**src/rtl/pc_sequencer.sv**
```systemverilog
// rtl/pc_sequencer.sv - fetch PC sequencer with one-entry pending redirect and optional return-address stack
// Define PC_SEQUENCER_RAS_EN to compile in the return-address stack.
module pc_sequencer #(
    parameter int                    PC_WIDTH     = 32,
    parameter logic [PC_WIDTH-1:0]   RESET_VECTOR = '0,
    parameter int                    PC_STEP      = 1,
    parameter int                    RAS_DEPTH    = 4
) (
    input  logic                clk,
    input  logic                reset_n,
    input  logic                stall,
    input  logic                branch_taken,
    input  logic [PC_WIDTH-1:0] branch_target,
    input  logic                call,
    input  logic [PC_WIDTH-1:0] ret_addr_in,
    input  logic                ret,
    input  logic                fetch_ready,
    output logic                fetch_valid,
    output logic [PC_WIDTH-1:0] pc,
    output logic                ras_empty,
    output logic                ras_full,
    output logic                ras_error
);

    localparam logic [PC_WIDTH-1:0] STEP = PC_WIDTH'(PC_STEP);

    logic                advance;
    logic                req_valid;
    logic [PC_WIDTH-1:0] req_target;
    logic                pend_valid;
    logic [PC_WIDTH-1:0] pend_target;

    assign advance = fetch_valid & fetch_ready & ~stall;

`ifdef PC_SEQUENCER_RAS_EN
    localparam int                PW      = $clog2(RAS_DEPTH);
    localparam logic [PW-1:0]     PTR_ONE = PW'(1);
    localparam logic [PW:0]       CNT_ONE = (PW + 1)'(1);
    localparam logic [PW:0]       CNT_MAX = (PW + 1)'(RAS_DEPTH);

    logic [PC_WIDTH-1:0] ras_mem [RAS_DEPTH];
    logic [PW-1:0]       ras_wp;
    logic [PW:0]         ras_cnt;
    logic [PW-1:0]       ras_top;
    logic                pop_ok;
    logic                pop_bad;
    logic                push;

    assign ras_top   = ras_wp - PTR_ONE;
    assign ras_empty = (ras_cnt == '0);
    assign ras_full  = (ras_cnt == CNT_MAX);
    assign pop_ok    = ret & ~ras_empty;
    assign pop_bad   = ret & ras_empty;
    // A successful return outranks a same-cycle call, so that call neither redirects nor pushes.
    assign push      = call & ~pop_ok;

    assign req_valid  = pop_ok | push | branch_taken;
    assign req_target = pop_ok ? ras_mem[ras_top] : branch_target;

    always_ff @(posedge clk) begin
        if (push) begin
            ras_mem[ras_wp] <= ret_addr_in;
        end
    end

    // When full, ras_wp already points at the oldest entry, so a push overwrites it.
    always_ff @(posedge clk or negedge reset_n) begin
        if (!reset_n) begin
            ras_wp    <= '0;
            ras_cnt   <= '0;
            ras_error <= 1'b0;
        end else begin
            if (pop_ok) begin
                ras_wp  <= ras_top;
                ras_cnt <= ras_cnt - CNT_ONE;
            end else if (push) begin
                ras_wp <= ras_wp + PTR_ONE;
                if (ras_full) begin
                    ras_error <= 1'b1;
                end else begin
                    ras_cnt <= ras_cnt + CNT_ONE;
                end
            end
            if (pop_bad) begin
                ras_error <= 1'b1;
            end
        end
    end
`else
    logic unused_ras;

    assign unused_ras = ^{ret, ret_addr_in, RAS_DEPTH[0]};
    assign ras_empty  = 1'b1;
    assign ras_full   = 1'b0;
    assign ras_error  = 1'b0;
    assign req_valid  = call | branch_taken;
    assign req_target = branch_target;
`endif

    // A fresh redirect beats a pending one; pending is consumed by any advance.
    always_ff @(posedge clk or negedge reset_n) begin
        if (!reset_n) begin
            pc          <= RESET_VECTOR;
            fetch_valid <= 1'b0;
            pend_valid  <= 1'b0;
            pend_target <= '0;
        end else begin
            fetch_valid <= 1'b1;
            if (advance) begin
                pend_valid <= 1'b0;
                if (req_valid) begin
                    pc <= req_target;
                end else if (pend_valid) begin
                    pc <= pend_target;
                end else begin
                    pc <= pc + STEP;
                end
            end else if (req_valid) begin
                pend_valid  <= 1'b1;
                pend_target <= req_target;
            end
        end
    end

endmodule

```
**config.mk**
```make
export PLATFORM = sky130hd
export DESIGN_NAME = pc_sequencer
export DESIGN_NICKNAME = d
export VERILOG_FILES = /design/src/rtl/pc_sequencer.sv
export SDC_FILE = /design/constraint.sdc
export NUM_CORES = 1
export LEC_CHECK = 0
export ABC_AREA = 1
export BUFFER_PORTS_ARGS = -buffer_cell sky130_fd_sc_hd__buf_2
export CAP_MARGIN = 15
export CORE_ASPECT_RATIO = 1.2
export CORE_MARGIN = 2
export CORE_UTILIZATION = 26
export CTS_CLUSTER_SIZE = 14
export DETAILED_ROUTE_END_ITERATION = 6
export REMOVE_ABC_BUFFERS = 1
export SLEW_MARGIN = 20
export SYNTH_ARGS = -nofsm -noshare
export SYNTH_HDL_FRONTEND = slang
export SYNTH_SLANG_ARGS = --single-unit
```
**constraint.sdc**
```tcl
create_clock -name clk -period 4.89 [get_ports clk]
set_clock_uncertainty 0.2 [all_clocks]
set_input_delay 0.489 -clock clk [delete_from_list [all_inputs] [get_ports clk]]
set_output_delay 0.489 -clock clk [all_outputs]
set_load 0.01 [all_outputs]
```
==> results.ini <==
[sta]
setup_tns_ps=0
finalSetupViolations=0
drv_slew=0
max_freq_mhz=427.9
max_slew_margin_pct=41.87
worst_slew_pin_slew_ps=870.6
finalHoldViolations=0
period_share_pct=47.79
setup_ws_ps=2553
period_minus_slack_ps=2337
rsz0062_at_grt=false

[cells_and_area]
final_cell_mix=nand2_1, nor2_1, buf_2, dfrtp_1, a21oi_1
layout_commonest_cell=nand2_1
diodes=0
fin_nets=695
syn2layout_area_growth_pct=21.51
layout.cells.non_filler=836
final.fill_count=1696
final_layout_size_suffix_gt1_share_pct=23.41

[clock_tree]
cts_tree=built
htreeDepth=3
path_clk_slew_ps=60
cts-root-buf=clkbuf_16
post_cts.repair.setup_buffers=0
cts_buffer_depth=2
cts_resized=0
cts_hold_buf=1
clkLatencyLatePin_ps=340
cts.sink_count=66
cts_buffers=9

[critical_path]
path_cells=nand2_1 -> nor2_2 -> buf_4 -> inv_1 -> buf_4 -> nand2_2 -> buf_4 -> mux2_2
crit_family=buffers and inverters
crit_path_top_delay_cell=mux2_2
crit_required_ps=4910
slowest_delay_ps=380
critical_path_class=flop to flop
reg2reg_setup_slack_ps=2550
cp_common_cell=buf_4
cp-start-kind=flop
crit_buf_inv=4
cp_max_fo=38
cp-end-kind=flop
arrival_ps=2360

[routing]
ant_nets=0
wirelength_um=11510
drc=0
num_vias=3756
drtPass1Iterations=4
routed_via_density=4.493
wl_per_cell_um=13.76
initialDrtViolationCount=141

[pwr]
vdd_ir_drop_max_mv=0.1511
leakagePower_nw=2.324
power_density_nw_per_um2=372.6
power_mw=1.865

[die]
core_sq_um=15580
fp.dieH_um=141.9
dieArea_sq_um=16870
placementRows=50
ios=107
die_width_um=118.9
initial_utilization_pct=26.44

[grt]
first_global_vias=3754
grt_max_degree=51
grtUsageTotal_pct=14.20
antenna_found_initial=0
gr-total-overflow=0
grt_pass1_wl_um=18940

[placed_design]
place_ws_ps=2307
place_inst=819
hpwl_um=8093
gp_congestion=0.8134
port-buffer-count=70

[synthesis]
ys_types=30
synth.avg_cell_area_sq_um=7.368
synth.ff_latch_count=66
synth_warnings=0
syn_inst=559
synth_area_sq_um=4119
synth-seq-area-share_pct=40.10

[run_status]
status=finished clean

[flow_run]
cap_violations=0

[hold_path]
hold_class=input pin to flop

cell type report:
cell class	count	area [sq um]	share of cell area [%]
sequential	66	1652	33.00
timing repair buffer	77	405.4	8.100
tap	208	260.3	5.200
clock inverter	5	102.6	2.050
clock buffer	11	232.7	4.650
multi-input combinational	425	2187	43.70
inverter	44	165.2	3.300
flip-flops by register name, summed over array words and instances, names as in the netlist:
register / count
pend_valid: 1
fetch_valid: 1
pc: 32
pend_target: 32
kinds of logic after synthesis:
kind of cell / after synthesis / share of synthesized area, %
and+or+nand+nor: 306 / 32.81
AOI/OAI and AO/OA: 83 / 11.33
buffers and inverters: 70 / 7.047
DFF: 66 / 40.10
muxes: 27 / 7.381
xor gates and xnor gates: 4 / 0.8507
other: 2 / 0.1823
adders and majority gates: 1 / 0.3037
report_power, final:
part / switching [mW] / internal (mW) / total (mW) / leakage (nW)
Combinational: 0.244 / 0.158 / 0.403 / 1.40
Sequential: 0.0994 / 0.624 / 0.724 / 0.760
Clock: 0.241 / 0.497 / 0.739 / 0.160
synth_stat cells:
cell type  count  area (sq um)
nand2_1      145         544.3
nor2_1        96         360.4
dfrtp_1       66          1652
a21oi_1       47         235.2
inv_1         42         157.7
nand3_1       42         210.2
mux2_2        27         304.0
o21ai_0       18         90.09
clkbuf_1      11         41.29
nor2_4         8         90.09
buf_2          7         35.03
o211ai_1       6         45.04
a22oi_1        5         37.54
buf_4          5         37.54
nor2_2         5         31.28
a21oi_2        4         35.03
nand2_2        4         25.02
buf_1          3         11.26
xor2_1         3         26.28
conb_1         2         7.510
inv_2          2         7.510
nand2_4        2         22.52
nor2_8         2         40.04
ha_1           1         12.51
nand2_8        1         20.02
nand3b_1       1         7.510
o21ai_1        1         5.000
o21bai_1       1         7.510
o21bai_2       1         11.26
xnor2_1        1         8.760
metrics by stage:
step                utilization [%]  hold WS (ps)  instance area (sq um)
detailed placement            29.91         278.5                   4659
floorplan                         -        -6.591                   4001
CTS                           32.13         192.7                   5005
finish                        32.13         196.9                   5005
global route                  32.13         202.9                   5005
global placement              29.91         268.8                   4659
worst paths after layout:
check | start | to | depth (start not counted)
setup / recovery | fetch_valid$_DFF_PN0_ | pend_target[15]$_DFFE_PN0P_ | 8
hold / removal | branch_target[23] | pend_target[23]$_DFFE_PN0P_ | 2
setup reg to reg | fetch_valid$_DFF_PN0_ | pend_target[15]$_DFFE_PN0P_ | 8
hold reg to reg | pend_target[9]$_DFFE_PN0P_ | pend_target[9]$_DFFE_PN0P_ | 2
max in group asynchronous | reset_n | pc[20]$_DFFE_PN0P_ | 3
min in group asynchronous | reset_n | pc[0]$_DFFE_PN0P_ | 2
layer usage:
layer	vias up	GRT usage, %	routed length [um]
met5	-	0	0
met4	0	5.263	229
met3	16	3.577	452
met2	68	25.17	5925
met1	1757	16.50	4896
li1	1915	-	-
Note: power is estimated with default switching activity, not from simulation.
